File: config.mk
export PLATFORM = sky130hd
export DESIGN_NAME = fp32_normalize_pack
export DESIGN_NICKNAME = d
export VERILOG_FILES = /design/src/rtl/fp32_normalize_pack.sv
export SDC_FILE = /design/constraint.sdc
export NUM_CORES = 1
export LEC_CHECK = 0
export CAP_MARGIN = 20
export CORE_ASPECT_RATIO = 0.5
export CORE_UTILIZATION = 50
export CTS_CLUSTER_DIAMETER = 200
export DETAILED_ROUTE_END_ITERATION = 8
export GPL_TIMING_DRIVEN = 0
export HOLD_SLACK_MARGIN = 0.05
export PLACE_DENSITY = 0.74
export SYNTH_ARGS = -nofsm -noshare
export SYNTH_HDL_FRONTEND = slang
export SYNTH_SLANG_ARGS = --single-unit
File: constraint.sdc
create_clock -name CLK -period 10.75 [get_ports CLK]
set_input_delay 1.6125 -clock CLK [delete_from_list [all_inputs] [get_ports CLK]]
set_output_delay 1.6125 -clock CLK [all_outputs]
set_load 0.01 [all_outputs]
File: src/rtl/fp32_normalize_pack.sv
// Post-add back end of the binary32 adder: normalises the raw mantissa sum one bit per
// cycle, rounds (RNE or RTZ) and packs the IEEE-754 result behind valid/ready handshakes.
module fp32_normalize_pack #(
    parameter int unsigned ROUND_MODE = 0
) (
    input  logic        CLK,
    input  logic        RST,
    input  logic        IN_VALID,
    output logic        IN_READY,
    input  logic        IN_SIGN,
    input  logic [7:0]  IN_EXP,
    input  logic [24:0] IN_MANT,
    input  logic        IN_GUARD,
    input  logic        IN_ROUND,
    input  logic        IN_STICKY,
    input  logic        IN_EXCEPTION,
    output logic        OUT_VALID,
    input  logic        OUT_READY,
    output logic [31:0] OUT_RESULT,
    output logic        OUT_OVERFLOW,
    output logic        OUT_UNDERFLOW
);

    typedef enum logic [1:0] {
        S_IDLE,
        S_NORM,
        S_ROUND,
        S_DONE
    } state_t;

    state_t      state_q, state_d;
    logic [24:0] mant_q, mant_d;
    logic [8:0]  exp_q, exp_d;
    logic        g_q, g_d;
    logic        r_q, r_d;
    logic        s_q, s_d;
    logic        sign_q, sign_d;
    logic [31:0] result_q, result_d;
    logic        ovf_q, ovf_d;
    logic        unf_q, unf_d;

    logic        round_inc;
    logic [24:0] round_sum;
    logic [8:0]  round_exp;
    logic [22:0] round_frac;

    // mant_q[24] is always clear in ROUND, so the increment cannot overflow 25 bits.
    assign round_inc  = (ROUND_MODE == 0) && g_q && (r_q || s_q || mant_q[0]);
    assign round_sum  = mant_q + {24'd0, round_inc};
    assign round_exp  = exp_q + {8'd0, round_sum[24]};
    assign round_frac = round_sum[24] ? round_sum[23:1] : round_sum[22:0];

    always_ff @(posedge CLK or posedge RST) begin
        if (RST) begin
            state_q  <= S_IDLE;
            mant_q   <= '0;
            exp_q    <= '0;
            g_q      <= 1'b0;
            r_q      <= 1'b0;
            s_q      <= 1'b0;
            sign_q   <= 1'b0;
            result_q <= '0;
            ovf_q    <= 1'b0;
            unf_q    <= 1'b0;
        end else begin
            state_q  <= state_d;
            mant_q   <= mant_d;
            exp_q    <= exp_d;
            g_q      <= g_d;
            r_q      <= r_d;
            s_q      <= s_d;
            sign_q   <= sign_d;
            result_q <= result_d;
            ovf_q    <= ovf_d;
            unf_q    <= unf_d;
        end
    end

    always_comb begin
        state_d  = state_q;
        mant_d   = mant_q;
        exp_d    = exp_q;
        g_d      = g_q;
        r_d      = r_q;
        s_d      = s_q;
        sign_d   = sign_q;
        result_d = result_q;
        ovf_d    = ovf_q;
        unf_d    = unf_q;

        unique case (state_q)
            S_IDLE: begin
                if (IN_VALID) begin
                    sign_d = IN_SIGN;
                    mant_d = IN_MANT;
                    exp_d  = {1'b0, IN_EXP};
                    g_d    = IN_GUARD;
                    r_d    = IN_ROUND;
                    s_d    = IN_STICKY;
                    ovf_d  = 1'b0;
                    unf_d  = 1'b0;
                    if (IN_EXCEPTION) begin
                        result_d = {IN_SIGN, 8'hFF, 23'd0};
                        state_d  = S_DONE;
                    end else if ((IN_EXP == 8'd0) ||
                                 ((IN_MANT == 25'd0) && !IN_GUARD && !IN_ROUND && !IN_STICKY)) begin
                        result_d = {IN_SIGN, 31'd0};
                        state_d  = S_DONE;
                    end else if (IN_MANT[24]) begin
                        mant_d  = {1'b0, IN_MANT[24:1]};
                        exp_d   = {1'b0, IN_EXP} + 9'd1;
                        g_d     = IN_MANT[0];
                        r_d     = IN_GUARD;
                        s_d     = IN_ROUND | IN_STICKY;
                        state_d = S_ROUND;
                    end else if (IN_MANT[23]) begin
                        state_d = S_ROUND;
                    end else begin
                        state_d = S_NORM;
                    end
                end
            end
            S_NORM: begin
                if (mant_q[23]) begin
                    state_d = S_ROUND;
                end else if (exp_q == 9'd1) begin
                    result_d = {sign_q, 31'd0};
                    unf_d    = 1'b1;
                    state_d  = S_DONE;
                end else begin
                    // Hand off to ROUND on the shift that brings the hidden bit in,
                    // so each shift costs exactly one cycle.
                    mant_d = {mant_q[23:0], g_q};
                    g_d    = r_q;
                    r_d    = 1'b0;
                    exp_d  = exp_q - 9'd1;
                    if (mant_q[22]) begin
                        state_d = S_ROUND;
                    end
                end
            end
            S_ROUND: begin
                mant_d  = round_sum[24] ? {1'b0, round_sum[24:1]} : round_sum;
                exp_d   = round_exp;
                state_d = S_DONE;
                if (round_exp >= 9'd255) begin
                    result_d = {sign_q, 8'hFF, 23'd0};
                    ovf_d    = 1'b1;
                end else begin
                    result_d = {sign_q, round_exp[7:0], round_frac};
                end
            end
            S_DONE: begin
                if (OUT_READY) begin
                    state_d = S_IDLE;
                end
            end
            default: state_d = S_IDLE;
        endcase
    end

    assign IN_READY      = (state_q == S_IDLE);
    assign OUT_VALID     = (state_q == S_DONE);
    assign OUT_RESULT    = result_q;
    assign OUT_OVERFLOW  = ovf_q;
    assign OUT_UNDERFLOW = unf_q;

endmodule

==> reports/metrics.yaml <==
outcome: "finished, final reports clean"
grt_max_degree: 40
synth_top_area_cell: "dfrtp_1"
async_flop_share: 1.00
worstReg2RegStart: "g_q$_DFFE_PP0P_"
vias: 6085
clock_sink_count: 74
final_nets: 834
hold_ws_ps: 475
die_area_sq_um: 11900
ys_types: 80
synth_area_sq_um: 5740
period_needed_ps: 4600
io_pins: 78
cts_max_level: 3
hold_viol_final: 0
p_per_area_nw_per_um2: 329
timing.final.crit_share: 0.428
fill_cells: 1007
yosys-top-cells-count: "90 x a21oi_1, 74 x dfrtp_1, 56 x nand2_1, 50 x o21ai_0, 34 x nor2_1"
drt_wl_total_mm: 20.1
grt_setup_unrepaired: "no"
grt-busiest-layer: "met2"
die-height_um: 77.8
hold_path.startpoint: "OUT_RESULT[9]$_DFFE_PP0P_"
max_slew_margin: 0.345
avgRoutedWirePerCell_um: 21.6
ant_nets: 0
finalSetupTns_ps: 0
grt_pass1_wl_mm: 31.6
row_count: 27
criticalPathCategory: "reg -> reg"
area.sequential_sq_um: 1850
reg2reg_depth: 17
initial_utilization: 0.518
clk_latency_ps: 350
place_congestion: 0.958
track_usage: 0.344
setup_viol: 0
slew_violations: 0
io_buffer_count: 77
place_hpwl_mm: 14.8
drv_cap: 0
grtUsageMet3: 0.0793
syn_inst: 690
cts_tree: "yes"
cp.required_ps: 11030
cts_buffers: 9
hold_depth: 2
cts_buffer_depth: 2
dr.pass1.iters: 5
grt_pass1_vias: 5768
synth-seq-cells: 74
ctsResizeCount: 0
fmaxAchievable_mhz: 217
drc: 0
hold_end: "OUT_RESULT[9]$_DFFE_PP0P_"
cp_max_fo: 10
ir_drop_uv: 153
area_growth_pct: 22.9
hp-class: "reg -> reg"
viasPerCell: 6.55
synth_top_area_share: 0.323
path_clk_slew_ps: 60
endpoint_kind: "flip-flop"
synth_edf_count: 0
antennaDiodeCount: 0
yosysWarnings: 0
grt_util_met1: 0.475
multi_input_comb_area_sq_um: 3530
drive_gt1_frac: 0.106
synthFlopType: "dfrtp_1"
leakage_nw: 2.74
grt_antenna_before_repair: 0
rr_endpoint: "OUT_RESULT[3]$_DFFE_PP0P_"
die_width_um: 154
ys_top_cells_by_area: "dfrtp_1 32%, a21oi_1 7.8%, o21ai_0 4.4%"
core_sq_um: 11100
cts-root-buf: "clkbuf_16"
grt.overflow.total: 0
syn_nets: 745
drt_iter0_markers: 588
ctsHoldBuffers: 0
synth_seq_area_share: 0.323
arrival_ps: 4880
post-cts-setup-buffer-count: 0
tightest_slew_ps: 958
start_kind: "flip-flop"
rrSetupSlack_ps: 6150
met2_usage: 0.532
synth_most_common_cell: "a21oi_1"
syn_avg_cell_area_sq_um: 8.32
skew_ps: 5.38
how the worst max path moves through the flow:
stage               cells after the start            start                    endpoint
floorplan                              17  g_q$_DFFE_PP0P_  OUT_RESULT[13]$_DFFE_PP0P_
global placement                        2              RST        exp_q[5]$_DFFE_PP0P_
detailed placement                     17  g_q$_DFFE_PP0P_   OUT_RESULT[3]$_DFFE_PP0P_
CTS                                    17  g_q$_DFFE_PP0P_   OUT_RESULT[3]$_DFFE_PP0P_
global route                           17  g_q$_DFFE_PP0P_   OUT_RESULT[3]$_DFFE_PP0P_
finish                                 17  g_q$_DFFE_PP0P_   OUT_RESULT[3]$_DFFE_PP0P_
stage by stage:
step / power [mW] / worst slack [ps] / area (sq um) / cells / util
after detailed placement: 1.92 / 6310 / 6720 / 913 / 0.606
after CTS: 2.28 / 6280 / 7050 / 929 / 0.637
after global routing: 2.47 / 5940 / 7050 / 929 / 0.637
after global placement: 1.89 / 5890 / 6690 / 912 / 0.604
after floorplan: 1.44 / 7060 / 5740 / 690 / -
final: 2.32 / 6150 / 7050 / 929 / 0.637
cell type report:
type / count / share of cell area
clock inverter: 3 / 0.00976
inverter: 19 / 0.0115
timing repair buffer: 78 / 0.112
buffer: 57 / 0.0397
multi-input combinational: 540 / 0.500
clock buffer: 13 / 0.0383
tap: 145 / 0.0257
sequential: 74 / 0.263
cell families (layout without fill, tap and decap cells):
group,Yosys count,after routing,share of synthesized area
muxes,27,27,0.0486
xor gates and xnor gates,37,37,0.0565
and+or+nand+nor,216,216,0.207
buffers and inverters,76,170,0.0626
adders and majority gates,13,13,0.0283
AOI/OAI and AO/OA,247,247,0.274
DFF,74,74,0.323
state kept, by name (all words and copies together) (netlist names):
register,count
OUT_RESULT,32
sign_q,1
r_q,1
exp_q,9
state_q,2
OUT_UNDERFLOW,1
g_q,1
mant_q,25
s_q,1
OUT_OVERFLOW,1
per-layer routing:
metal | wire, um | part of all wire
met5 | 0 | 0
met4 | 514 | 0.026
met3 | 1630 | 0.081
met2 | 8920 | 0.44
met1 | 9010 | 0.45
cell usage in the layout (no fill, tap or decap), types with 13 or more instances in the layout:
cell type	instances
clkdlybuf4s50_1	77
ha_1	13
inv_1	15
xor2_1	15
nand3_1	30
o21ai_0	50
a21oi_1	90
mux2i_1	20
clkbuf_1	25
nand2_1	56
nor2_1	34
nand4_1	16
xnor2_1	22
buf_2	19
nor3_1	18
dfrtp_1	74
report_power, final:
part	switching (mW)	internal [mW]
clock network	0.124	0.223
registers	0.107	0.399
logic	0.954	0.515
worst max-delay path, stage by stage, from the launching register on:
cell and delay (ps):
dfrtp_1 320, clkbuf_2 180, and2_1 150, ha_1 230, nand4_1 240, or3_1 380
buf_6 150, nor3_4 220, nor2_4 130, inv_8 160, ha_1 160, ha_1 250
nand2_1 110, nor3_1 320, xnor2_1 290, nand3_1 360, nor3_2 580, a32o_1 270
No activity file was read; power rests on OpenSTA's default activity.
